[src/rtl/nus_pkg.sv]
`default_nettype none
// +----------------------------------------------------------------------+
// | nus_pkg : shared types and constants for the NUS capture path        |
// | Revision: 1.0                                                        |
// +----------------------------------------------------------------------+
package nus_pkg;

   localparam int NUS_WORD_W = 75;
   localparam int SAMPLE_W   = 9;
   localparam int PARSE_LAT  = 2;

   typedef enum logic [1:0] {
      ST_IDLE  = 2'd0,
      ST_RUN   = 2'd1,
      ST_DRAIN = 2'd2,
      ST_ERR   = 2'd3
   } cap_state_t;

endpackage
`default_nettype wire

[src/rtl/nus_valid_pipe.sv]
`default_nettype none
// +----------------------------------------------------------------------+
// | nus_valid_pipe : valid/first-word tag shift register, sync flush     |
// | Revision: 1.0                                                        |
// +----------------------------------------------------------------------+
module nus_valid_pipe #(
   parameter int DEPTH = 4
) (
   input  logic             clk_sys,
   input  logic             resetb,
   input  logic             flush,
   input  logic             in_valid,
   input  logic             in_tag,
   output logic [DEPTH-1:0] valid_q,
   output logic             tag_last
);

   logic [DEPTH-1:0] r_valid;
   logic [DEPTH-1:0] r_tag;

   always_ff @(posedge clk_sys or negedge resetb) begin
      if (!resetb) begin
         r_valid <= '0;
         r_tag   <= '0;
      end else if (flush) begin
         r_valid <= '0;
         r_tag   <= '0;
      end else begin
         r_valid <= {r_valid[DEPTH-2:0], in_valid};
         r_tag   <= {r_tag[DEPTH-2:0], in_tag & in_valid};
      end
   end

   assign valid_q  = r_valid;
   assign tag_last = r_tag[DEPTH-1];

endmodule
`default_nettype wire

[src/rtl/nus_capture_ctrl.sv]
`default_nettype none
// +----------------------------------------------------------------------+
// | nus_capture_ctrl : FIFO pop control and parser valid timing for NUS  |
// | Revision: 1.0                                                        |
// +----------------------------------------------------------------------+
module nus_capture_ctrl
   import nus_pkg::*;
#(
   parameter int FIFO_RD_LAT = 1
) (
   input  logic        clk_sys,
   input  logic        resetb,
   input  logic        start,
   input  logic        stop,
   input  logic        clear,
   input  logic [15:0] burst_len,
   input  logic        fifo_empty,
   input  logic        fifo_ovf,
   output logic        fifo_rd_en,
   output logic        parse_valid,
   output logic        dt_valid,
   output logic        dt0_valid,
   output logic        busy,
   output logic        done,
   output logic [15:0] word_cnt,
   output logic        err_ovf
);

   localparam int VALID_DEPTH = FIFO_RD_LAT + PARSE_LAT + 1;
   localparam int PARSE_TAP   = FIFO_RD_LAT + PARSE_LAT - 1;

   cap_state_t             r_state;
   cap_state_t             w_state_next;
   logic [1:0]             r_rst_sync;
   logic                   w_rstn;
   logic                   w_rd_en;
   logic                   w_flush;
   logic                   w_first;
   logic                   w_tag_last;
   logic [VALID_DEPTH-1:0] w_valid_q;
   logic [15:0]            r_word_cnt;
   logic [15:0]            r_burst_len;
   logic                   r_err_ovf;
   logic                   r_done;

   // Reset asserts immediately, releases on a clock edge.
   always_ff @(posedge clk_sys or negedge resetb) begin
      if (!resetb) r_rst_sync <= 2'b00;
      else         r_rst_sync <= {r_rst_sync[0], 1'b1};
   end
   assign w_rstn = r_rst_sync[1];

   always_comb begin
      w_state_next = r_state;
      w_rd_en      = 1'b0;
      case (r_state)
         ST_IDLE: begin
            if (start && !stop) w_state_next = ST_RUN;
         end
         ST_RUN: begin
            w_rd_en = !fifo_empty && !stop;
            if (fifo_ovf)
               w_state_next = ST_ERR;
            else if (stop)
               w_state_next = ST_DRAIN;
            else if (w_rd_en && (r_burst_len != 16'd0) && (r_word_cnt == r_burst_len - 16'd1))
               w_state_next = ST_DRAIN;
         end
         ST_DRAIN: begin
            // Leave once nothing but the final stage is still in flight.
            if (fifo_ovf)
               w_state_next = ST_ERR;
            else if (!(|w_valid_q[VALID_DEPTH-2:0]))
               w_state_next = ST_IDLE;
         end
         ST_ERR: begin
            if (clear) w_state_next = ST_IDLE;
         end
         default: w_state_next = ST_IDLE;
      endcase
   end

   assign w_flush = (w_state_next == ST_ERR);
   assign w_first = (r_word_cnt == 16'd0);

   always_ff @(posedge clk_sys or negedge w_rstn) begin
      if (!w_rstn) begin
         r_state     <= ST_IDLE;
         r_word_cnt  <= 16'd0;
         r_burst_len <= 16'd0;
         r_err_ovf   <= 1'b0;
         r_done      <= 1'b0;
      end else begin
         r_state <= w_state_next;
         r_done  <= (r_state == ST_DRAIN) && (w_state_next == ST_IDLE);
         if (r_state == ST_IDLE && w_state_next == ST_RUN) begin
            r_word_cnt  <= 16'd0;
            r_burst_len <= burst_len;
         end else if (w_rd_en && r_word_cnt != 16'hFFFF) begin
            r_word_cnt <= r_word_cnt + 16'd1;
         end
         if (w_state_next == ST_ERR && r_state != ST_ERR)
            r_err_ovf <= 1'b1;
         else if (r_state == ST_ERR && clear)
            r_err_ovf <= 1'b0;
      end
   end

   nus_valid_pipe #(
      .DEPTH (VALID_DEPTH)
   ) u_valid_pipe (
      .clk_sys  (clk_sys),
      .resetb   (w_rstn),
      .flush    (w_flush),
      .in_valid (w_rd_en),
      .in_tag   (w_first),
      .valid_q  (w_valid_q),
      .tag_last (w_tag_last)
   );

   assign fifo_rd_en  = w_rd_en;
   assign parse_valid = w_valid_q[PARSE_TAP];
   assign dt_valid    = w_valid_q[VALID_DEPTH-1];
   assign dt0_valid   = w_valid_q[VALID_DEPTH-1] & ~w_tag_last;
   assign busy        = (r_state != ST_IDLE);
   assign done        = r_done;
   assign word_cnt    = r_word_cnt;
   assign err_ovf     = r_err_ovf;

endmodule
`default_nettype wire

[config.mk]
export PLATFORM = sky130hd
export DESIGN_NAME = nus_capture_ctrl
export DESIGN_NICKNAME = d
export VERILOG_FILES = /design/src/rtl/nus_pkg.sv /design/src/rtl/nus_valid_pipe.sv /design/src/rtl/nus_capture_ctrl.sv
export SDC_FILE = /design/constraint.sdc
export NUM_CORES = 1
export LEC_CHECK = 0
export CORE_MARGIN = 1.5
export CORE_UTILIZATION = 36
export CTS_BUF_LIST = sky130_fd_sc_hd__clkbuf_4 sky130_fd_sc_hd__clkbuf_8 sky130_fd_sc_hd__clkbuf_16
export DETAILED_ROUTE_END_ITERATION = 7
export GPL_TIMING_DRIVEN = 0
export PLACE_DENSITY = 0.6
export REMOVE_ABC_BUFFERS = 1
export SKIP_LAST_GASP = 1
export SYNTH_ARGS = -nofsm -noshare
export SYNTH_HDL_FRONTEND = slang
export SYNTH_HIERARCHICAL = 1
export SYNTH_SLANG_ARGS = --single-unit
export TNS_END_PERCENT = 20
[constraint.sdc]
create_clock -name clk_sys -period 1.5 [get_ports clk_sys]
set_input_delay 0.3 -clock clk_sys [delete_from_list [all_inputs] [get_ports clk_sys]]
set_output_delay 0.3 -clock clk_sys [all_outputs]
set_load 0.005 [all_outputs]
==> impl_metrics.json, run 1 <==
{
  "status": "finished with violations",
  "violations": "setup timing",
  "start_util_pct": 37.5,
  "core_area_sq_um": 7290,
  "synth_seq_cells": 46,
  "cp-start-kind": "flip-flop",
  "r2r_slack_ps": -890,
  "ys_seq_area_share_pct": 42.1,
  "clock_latency_ps": 300,
  "seq_area_sq_um": 1170,
  "p_per_area_nw_per_um2": 1540,
  "hold_viol_final": 0,
  "ant_nets": 0,
  "yosys.area.top_type": "dfrtp_1",
  "synth_edf_count": 0,
  "stdcell_count": 443,
  "hold-worst-slack_ps": 103,
  "fin_skew_ps": 7.37,
  "drc": 0,
  "cts_tree": "yes",
  "grt_pass1_wl_microns": 12000,
  "synth_area_leaders": "dfrtp_1 (42%), xor2_1 (6.1%), mux2_2 (5.4%), xnor2_1 (4.2%), nor2_1 (4.1%)",
  "rows": 31,
  "synth_ff_type": "dfrtp_1",
  "die_y_microns": 90.1,
  "cts_max_level": 2,
  "layout-drive-gt1-share_pct": 31.4,
  "wl_microns": 7040,
  "fin_crit_sh_pct": 159,
  "rsz0062_at_grt": "yes",
  "ys_types": 54,
  "period_needed_ps": 2390,
  "setup_viol": 47,
  "clock-sinks": 46,
  "synthCells": 275,
  "dpl.hpwl_microns": 4530,
  "first_iter_violations": 110,
  "max_freq_ghz": 0.419,
  "place_inst": 407,
  "drt-wirelength-per-cell_microns": 15.9,
  "drv_slew": 0,
  "dr.pass1.iters": 4,
  "min_path_type": "flip-flop to asynchronous set/reset pin",
  "maxCapViolations": 0,
  "vias": 2338,
  "io_pins": 46,
  "grt_max_degree": 39,
  "clk_path_buf_depth": 2,
  "async_flop_share_pct": 100,
  "crit_type": "flip-flop to flip-flop",
  "grt-ovfl-total": 0,
  "required_ps": 1690,
  "grt_pass1_vias": 2331,
  "synth_top_cell_area_share_pct": 42.1,
  "final_util_pct": 50.8,
  "ys_warn_count": 6,
  "grt_usage_pct": 18.3,
  "netlist_area_sq_um": 2730,
  "nets": 370,
  "peakVddDrop_v": 0.000435,
  "cp.arrival_ps": 2580,
  "synth.avg_cell_area_sq_um": 9.93,
  "final_common_cell": "clkdlybuf4s50_1",
  "numCtsBuffers": 5,
  "gp_congestion": 0.790,
  "multi_input_area_sq_um": 1600,
  "die_w_microns": 90.1,
  "die_area_sq_um": 8120,
  "port_buffers": 45,
  "clk_pin_slew_ps": 90,
  "ctsHoldBuffers": 0,
  "cts-root-buf": "clkbuf_8",
  "layout_setup_ws_ps": -889,
  "via_per_inst": 5.28,
  "nFillCells": 712,
  "tightest_slew_ps": 638,
  "leakage_nw": 1.54,
  "cp_max_fo": 4,
  "layout_common_cells": "clkdlybuf4s50_1 (41), dfrtp_1 (32), nor2_1 (27), buf_4 (25), xor2_1 (19)",
  "antenna_found_initial": 0,
  "syn_to_final_growth_pct": 35.7,
  "max-slew-margin-rel_pct": 57.0,
  "n_antenna_cell": 0,
  "worst_setup_path_end_kind": "flip-flop"
}
==> logic make-up after synthesis <==
family | Yosys count | share of synthesized area, %
AO/OA/AOI/OAI | 36 | 8.93
XOR/XNOR | 32 | 10.3
adder cells (fa/ha/maj) | 4 | 1.83
buffers and inverters | 20 | 4.49
flip-flops | 46 | 42.1
multiplexers | 16 | 6.46
other | 1 | 0.137
AND/OR/NAND/NOR | 120 | 25.7
==> sequential cells by signal, summed over array words and instances, names as in the netlist <==
name                  flops
r_rst_sync                2
u_valid_pipe/r_tag        4
u_valid_pipe/valid_q      4
done                      1
r_burst_len              16
r_state                   2
word_cnt                 16
err_ovf                   1
==> where the power goes <==
part / switching [W] / total [W] / internal [W]
clock network: 0.000443 / 0.000866 / 0.000423
logic: 0.00133 / 0.00283 / 0.00150
registers: 0.000437 / 0.00202 / 0.00158
==> per-layer routing <==
metal  global-route usage, %  up-vias  part of all wire [%]
met5                       0        -                     0
met4                    5.56        0                   1.4
met3                    3.13       10                   4.1
met2                    29.1       58                    47
met1                    25.4     1163                    47
li1                        -     1107                     -
==> worst max-delay path: stages, from the launching register on <==
cell       delay [ps]
dfrtp_2           430
inv_2              90
ha_4              150
or3b_4            390
or4b_4            490
a21oi_2           140
a211o_2           130
o2111ai_4         120
nor4_4            210
a31oi_1           120
==> path summary, 6_finish.rpt <==
path	start	to	cells after the start
min in group clk_sys	r_rst_sync[0]	r_rst_sync[1]	0
min	r_rst_sync[1]	u_valid_pipe/valid_q[3]	0
max reg2reg	r_burst_len[1]	r_state[0]	9
max in group asynchronous	r_rst_sync[1]	word_cnt[11]	1
min reg2reg	r_rst_sync[1]	u_valid_pipe/valid_q[3]	0
max	r_burst_len[1]	r_state[0]	9
==> per-stage QoR <==
stage	worst slack [ps]	TNS, ps	instance area [sq um]	power [W]
after global routing	-1020	-13620	3710	0.00610
after CTS	-870	-13250	3620	0.00554
after detailed placement	-1480	-37530	3240	0.00412
final	-889	-9160	3710	0.00571
after floorplan	-1020	-26050	2640	0.00345
after global placement	-1980	-86500	3210	0.00407
==> cells in the mapped netlist, drive strengths merged (3+ instances only) <==
cell     count
nor3        12
nor4         8
o2111ai      3
nand3        9
clkbuf      10
mux2i        3
or4          3
nand4        3
a21oi       15
and4         4
nand2b       5
and2b        8
nor2        30
xor2        19
and2         3
o21ai        6
xnor2       13
and3         7
o21a         3
buf          3
dfrtp       46
or3          4
nand2       14
inv          7
mux2        13
ha           4
==> what timing repair did <==
action,in CTS,in global routing
endpoints found under the setup margin,63,64
resized for setup,43,9
pin swaps,14,3
setup buffers,21,7
cloned,1,0
==> area by class of cell <==
class	count	share of cell area, %
clock buffer	7	2.60
tap	99	3.34
clock inverter	1	0.236
inverter	7	0.709
timing repair buffer	73	18.4
sequential	46	31.5
multi-input combinational	210	43.1
(Power assumes the default switching activity.)
==> inputs of run 2 (changes only) <==
==> constraint.sdc (replaced) <==
create_clock -name clk_sys -period 1.5 [get_ports clk_sys]
set_input_delay 0.3 -clock clk_sys [delete_from_list [all_inputs] [get_ports clk_sys]]
set_output_delay 0.3 -clock clk_sys [all_outputs]
set_load 0.1 [all_outputs]
==> run 2 against run 1 <==
The flow still finishes with violations (setup timing). Flip-flop and latch count stayed put. Clock power hardly changed. Register-to-register slack hardly changed. Final area is 0.95% lower. Critical endpoint unchanged.
==> impl_metrics.json, run 2 (synthesized netlist as in run 1, its figures left out) <==
{
  "dpl.hpwl_microns": 4530,
  "n_antenna_cell": 0,
  "seq_area_sq_um": 1170,
  "clock_latency_ps": 300,
  "cts-root-buf": "clkbuf_8",
  "cp_max_fo": 4,
  "ff2ff_path_depth": 9,
  "status": "finished with violations",
  "rows": 31,
  "min_path_type": "flip-flop to asynchronous set/reset pin",
  "rsz0062_at_grt": "yes",
  "stdcell_count": 441,
  "multi_input_area_sq_um": 1600,
  "setup_viol": 55,
  "cts_tree": "yes",
  "crit_type": "flip-flop to flip-flop",
  "layout_common_cells": "dfrtp_1 (32), clkdlybuf4s50_1 (29), nor2_1 (28), buf_4 (28), xor2_1 (19)",
  "leakage_nw": 1.57,
  "drt-wirelength-per-cell_microns": 15.6,
  "fin_crit_sh_pct": 159,
  "drv_slew": 0,
  "port_buffers": 45,
  "place_inst": 407,
  "grt-ovfl-total": 0,
  "io_pins": 46,
  "gp_congestion": 0.790,
  "dpl-instance-area_sq_um": 3240,
  "layout-drive-gt1-share_pct": 33.9,
  "final_common_cell": "dfrtp_1",
  "clk_path_buf_depth": 2,
  "p_per_area_nw_per_um2": 1700,
  "grt_pass1_vias": 2313,
  "nFillCells": 718,
  "peakVddDrop_v": 0.00115,
  "drc": 0,
  "slowest_stage": "or4b_4",
  "antenna_found_initial": 0,
  "max-slew-margin-rel_pct": 34.5,
  "die_y_microns": 90.1,
  "die_w_microns": 90.1,
  "required_ps": 1690,
  "core_area_sq_um": 7290,
  "grt_pass1_wl_microns": 11700,
  "vias": 2326,
  "ctsHoldBuffers": 0,
  "grt_max_degree": 39,
  "start_util_pct": 37.5,
  "ant_nets": 0,
  "final.setup.tns_ps": -19760,
  "pre_cts_slack_ps": -1800,
  "wl_microns": 6890,
  "period_needed_ps": 2390,
  "first_iter_violations": 110,
  "fin_skew_ps": 7.96,
  "maxCapViolations": 0,
  "crit_chain": "inv_2, ha_4, or3b_4, or4b_4, a21oi_2, a211o_2, o2111ai_4, nor4_4, a31oi_1",
  "cp-start-kind": "flip-flop",
  "cts_max_level": 2,
  "clk_pin_slew_ps": 90,
  "die_area_sq_um": 8120,
  "max_freq_ghz": 0.418,
  "nets": 368,
  "numCtsBuffers": 5,
  "layout_setup_ws_ps": -891,
  "hold_viol_final": 0,
  "syn_to_final_growth_pct": 34.4,
  "tightest_slew_ps": 979,
  "stdcell_area_sq_um": 3670,
  "violations": "setup timing",
  "clock-sinks": 46,
  "critPathMaxStageDelay_ps": 490,
  "cp.arrival_ps": 2580,
  "dr.pass1.iters": 4,
  "via_per_inst": 5.27,
  "grt_usage_pct": 17.8,
  "hold-worst-slack_ps": 102,
  "worst_setup_path_end_kind": "flip-flop"
}
run 2: cell types whose count changed in the layout (fill, tap and decap cells not counted), moves of 3 or more:
cell             delta
clkbuf_4            +5
buf_4               +3
clkdlybuf4s50_1    -12
buf_6               +3
run 2: final timing paths:
kind,from,endpoint,slack (ps)
setup / recovery,r_burst_len[1],r_state[0],-890
hold / removal,r_rst_sync[1],err_ovf,100
setup reg to reg,r_burst_len[1],r_state[0],-890
hold reg to reg,r_rst_sync[1],err_ovf,100
max in group asynchronous,r_rst_sync[1],word_cnt[11],930
min in group clk_sys,r_rst_sync[0],r_rst_sync[1],350
run 2: metal layers:
layer	vias to the layer above	part of all wire, %	global-route usage [%]
met2	55	47	28.3
met4	0	1.6	5.69
li1	1104	-	-
met5	-	0	0
met3	8	4.1	3.13
met1	1159	47	24.5
run 2: cell type report:
class                           instances  area share, %
Clock buffer                            7           2.62
Clock inverter                          1          0.239
Inverter                                7          0.716
Multi-Input combinational cell        209           43.6
Sequential cell                        46           31.8
Tap cell                               99           3.37
Timing Repair Buffer                   72           17.6
run 2: worst max-delay path: cells and delay by family, from the launching register on:
| kind | cells | cell delay [ps] |
|---|---|---|
| AOI/OAI and AO/OA | 4 | 510 |
| adders and majority gates | 1 | 150 |
| buffers and inverters | 1 | 80 |
| DFF | 1 | 420 |
| and+or+nand+nor | 3 | 1100 |
run 2: where the power goes:
group / internal [W] / switching [W] / total, W
combinational: 0.00147 / 0.00185 / 0.00332
clock: 0.000423 / 0.000441 / 0.000864
sequential: 0.00158 / 0.000472 / 0.00205
run 2: metrics by stage:
stage / power [W] / utilization, %
global placement: 0.00465 / 44.0
global route: 0.00662 / 50.3
floorplan: 0.00402 / -
detailed placement: 0.00470 / 44.4
CTS: 0.00615 / 50.2
finish: 0.00623 / 50.3
run 2: what timing repair did:
item | 4_1_cts | 5_1_grt
endpoints found under the setup margin | 66 | 66
pin swaps | 16 | 1
buffers inserted | 24 | 2
gates resized for setup | 55 | 56
==> inputs of run 3 (changes only) <==
- PLACE_DENSITY: 0.6 -> 0.62
- clock period: 1.5 -> 2.2 ns (I/O delays scaled with it)
==> run 3 against run 2 <==
Routed wire length down 7.8%. Core utilization down 2.1 points. Largest power group unchanged. Cell count down 3.6%. Via count down 5.1%. The flow still finishes with violations (setup timing). Clock skew up 0.87 ps. Register-to-register slack better by 710 ps. Clock power down 39%. Non-clock buffer count down 16. Global-route usage down 1.1 points. Sequential share of layout area up 1.1 points.
==> impl_metrics.json, run 3 (synthesized netlist as in run 1, its figures left out) <==
{
  "status": "finished with violations",
  "violations": "setup timing",
  "fin_crit_sh_pct": 110,
  "n_antenna_cell": 0,
  "cts_max_level": 2,
  "clock_latency_ps": 310,
  "die_y_microns": 90.1,
  "io_pins": 46,
  "leakage_nw": 1.59,
  "path_depth": 1,
  "rsz0062_at_grt": "yes",
  "grt.busiest_layer": "met2",
  "use_met2_pct": 28.6,
  "ant_nets": 0,
  "gp_congestion": 0.796,
  "cp_max_fo": 5,
  "port_buffers": 45,
  "grt-ovfl-total": 0,
  "peakVddDrop_v": 0.000470,
  "core_area_sq_um": 7290,
  "layout_setup_ws_ps": -221,
  "nets": 352,
  "sw_frac_of_total_pct": 45.5,
  "layout_common_cells": "dfrtp_1 (41), clkdlybuf4s50_1 (34), nor2_1 (29), xor2_1 (19)",
  "rows": 31,
  "critPathTopFamily": "buffers and inverters",
  "critPathMaxStageDelay_ps": 1190,
  "start_util_pct": 37.5,
  "clk_path_buf_depth": 2,
  "drv_slew": 0,
  "clkPwrFrac_pct": 13.3,
  "hold_viol_final": 0,
  "met1_usage_pct": 21.2,
  "final_common_cell": "dfrtp_1",
  "worst-path-buf-inv": 1,
  "pwr-share-seq_pct": 36.0,
  "pre_cts_slack_ps": -1440,
  "setup_viol": 17,
  "internal_power_w": 0.00218,
  "drt-wirelength-per-cell_microns": 15.0,
  "cts_tree": "yes",
  "die_w_microns": 90.1,
  "dpl.hpwl_microns": 4510,
  "use_met3_pct": 3.05,
  "clock-sinks": 46,
  "max_freq_ghz": 0.413,
  "fin_skew_ps": 8.84,
  "cp.arrival_ps": 1980,
  "required_ps": 1760,
  "clk_pin_slew_ps": 90,
  "vias": 2208,
  "syn_to_final_growth_pct": 28.8,
  "die_area_sq_um": 8120,
  "ctsHoldBuffers": 0,
  "via_per_inst": 5.20,
  "grt_usage_pct": 16.7,
  "slowest_stage": "clkdlybuf4s50_1",
  "wl_microns": 6360,
  "tightest_slew_ps": 976,
  "maxCapViolations": 0,
  "numCtsBuffers": 5,
  "crit_chain": "clkdlybuf4s50_1",
  "period_needed_ps": 2420,
  "worst_setup_path_end_kind": "output port",
  "drc": 0,
  "grt_pass1_wl_microns": 10900,
  "crit_type": "flip-flop to output port",
  "cts-root-buf": "clkbuf_8",
  "layout-drive-gt1-share_pct": 22.7,
  "nFillCells": 721,
  "p_per_area_nw_per_um2": 1140,
  "max-slew-margin-rel_pct": 34.7,
  "p_total_w": 0.00400,
  "p_comb_share_pct": 50.7,
  "grt_pass1_vias": 2246,
  "antenna_found_initial": 0,
  "ff2ff_path_depth": 9,
  "grt_max_degree": 36,
  "dr.pass1.iters": 4,
  "first_iter_violations": 143,
  "netSwitchingPower_w": 0.00182,
  "min_path_type": "flip-flop to asynchronous set/reset pin",
  "cp-start-kind": "flip-flop"
}
-- run 3: cell types whose count changed in the layout (fill, tap and decap cells not counted), sizes merged --
cell	previous run	this run
buf	35	12
clkbuf	12	6
clkdlybuf4s50	29	34
clkinv	1	2
dlygate4sd2	3	4
dlymetal6s2s	0	6
-- run 3: area by class of cell --
type / count / area [sq um] / share of cell area, %
multi-input combinational: 209 / 1570 / 44.5
sequential: 46 / 1160 / 32.9
timing repair buffer: 56 / 553 / 15.7
tap: 99 / 124 / 3.52
clock buffer: 6 / 76.3 / 2.17
inverter: 7 / 26.3 / 0.747
clock inverter: 2 / 13.8 / 0.391
-- run 3: metal layers --
| metal | wire length, microns | up-vias |
|---|---|---|
| met2 | 3190 | 43 |
| met3 | 198 | 5 |
| met4 | 66 | 0 |
| met1 | 2900 | 1097 |
| li1 | - | 1063 |
| met5 | 0 | - |
-- run 3: power by group through the flow --
stage	Clock, W	Combinational [W]	Sequential [W]
6_report	0.000531	0.00203	0.00144
5_1_grt	0.000580	0.00220	0.00149
4_1_cts	0.000542	0.00200	0.00143
3_5_place_dp	0	0.00174	0.00146
3_3_place_gp	0	0.00170	0.00147
2_1_floorplan	0	0.00108	0.00166
-- run 3: stage by stage --
stage | hold WS [ps] | utilization [%] | instances | instance area (sq um) | setup TNS (ps)
global route | 194 | 48.2 | 425 | 3520 | -4440
global placement | 337 | 44.0 | 406 | 3210 | -44660
CTS | 167 | 47.8 | 424 | 3480 | -3990
finish | 159 | 48.2 | 425 | 3520 | -2310
detailed placement | 162 | 44.4 | 407 | 3240 | -16890
floorplan | 144 | - | 262 | 2640 | -62600
-- run 3: timing repair --
item,CTS,global route
gates resized for setup,30,10
pin swaps,11,1
endpoints found under the setup margin,41,44
setup buffers,9,1
-- run 3: final timing paths --
check | startpoint | end | slack [ps]
max | word_cnt[4] | word_cnt[4] | -220
min | r_rst_sync[1] | r_burst_len[9] | 160
max reg2reg | r_burst_len[0] | r_state[0] | -180
min reg2reg | r_rst_sync[1] | r_burst_len[9] | 160
max in group asynchronous | r_rst_sync[1] | r_burst_len[2] | 1550
min in group clk_sys | r_rst_sync[0] | r_rst_sync[1] | 360
-- run 3: worst reg2reg max path, delay by kind of cell, from the launching register on --
| family | cells | cell delay [ps] |
|---|---|---|
| adder cells (fa/ha/maj) | 1 | 130 |
| buffers and inverters | 1 | 90 |
| AND/OR/NAND/NOR | 3 | 1090 |
| AO/OA/AOI/OAI | 4 | 520 |
| flip-flops | 1 | 420 |
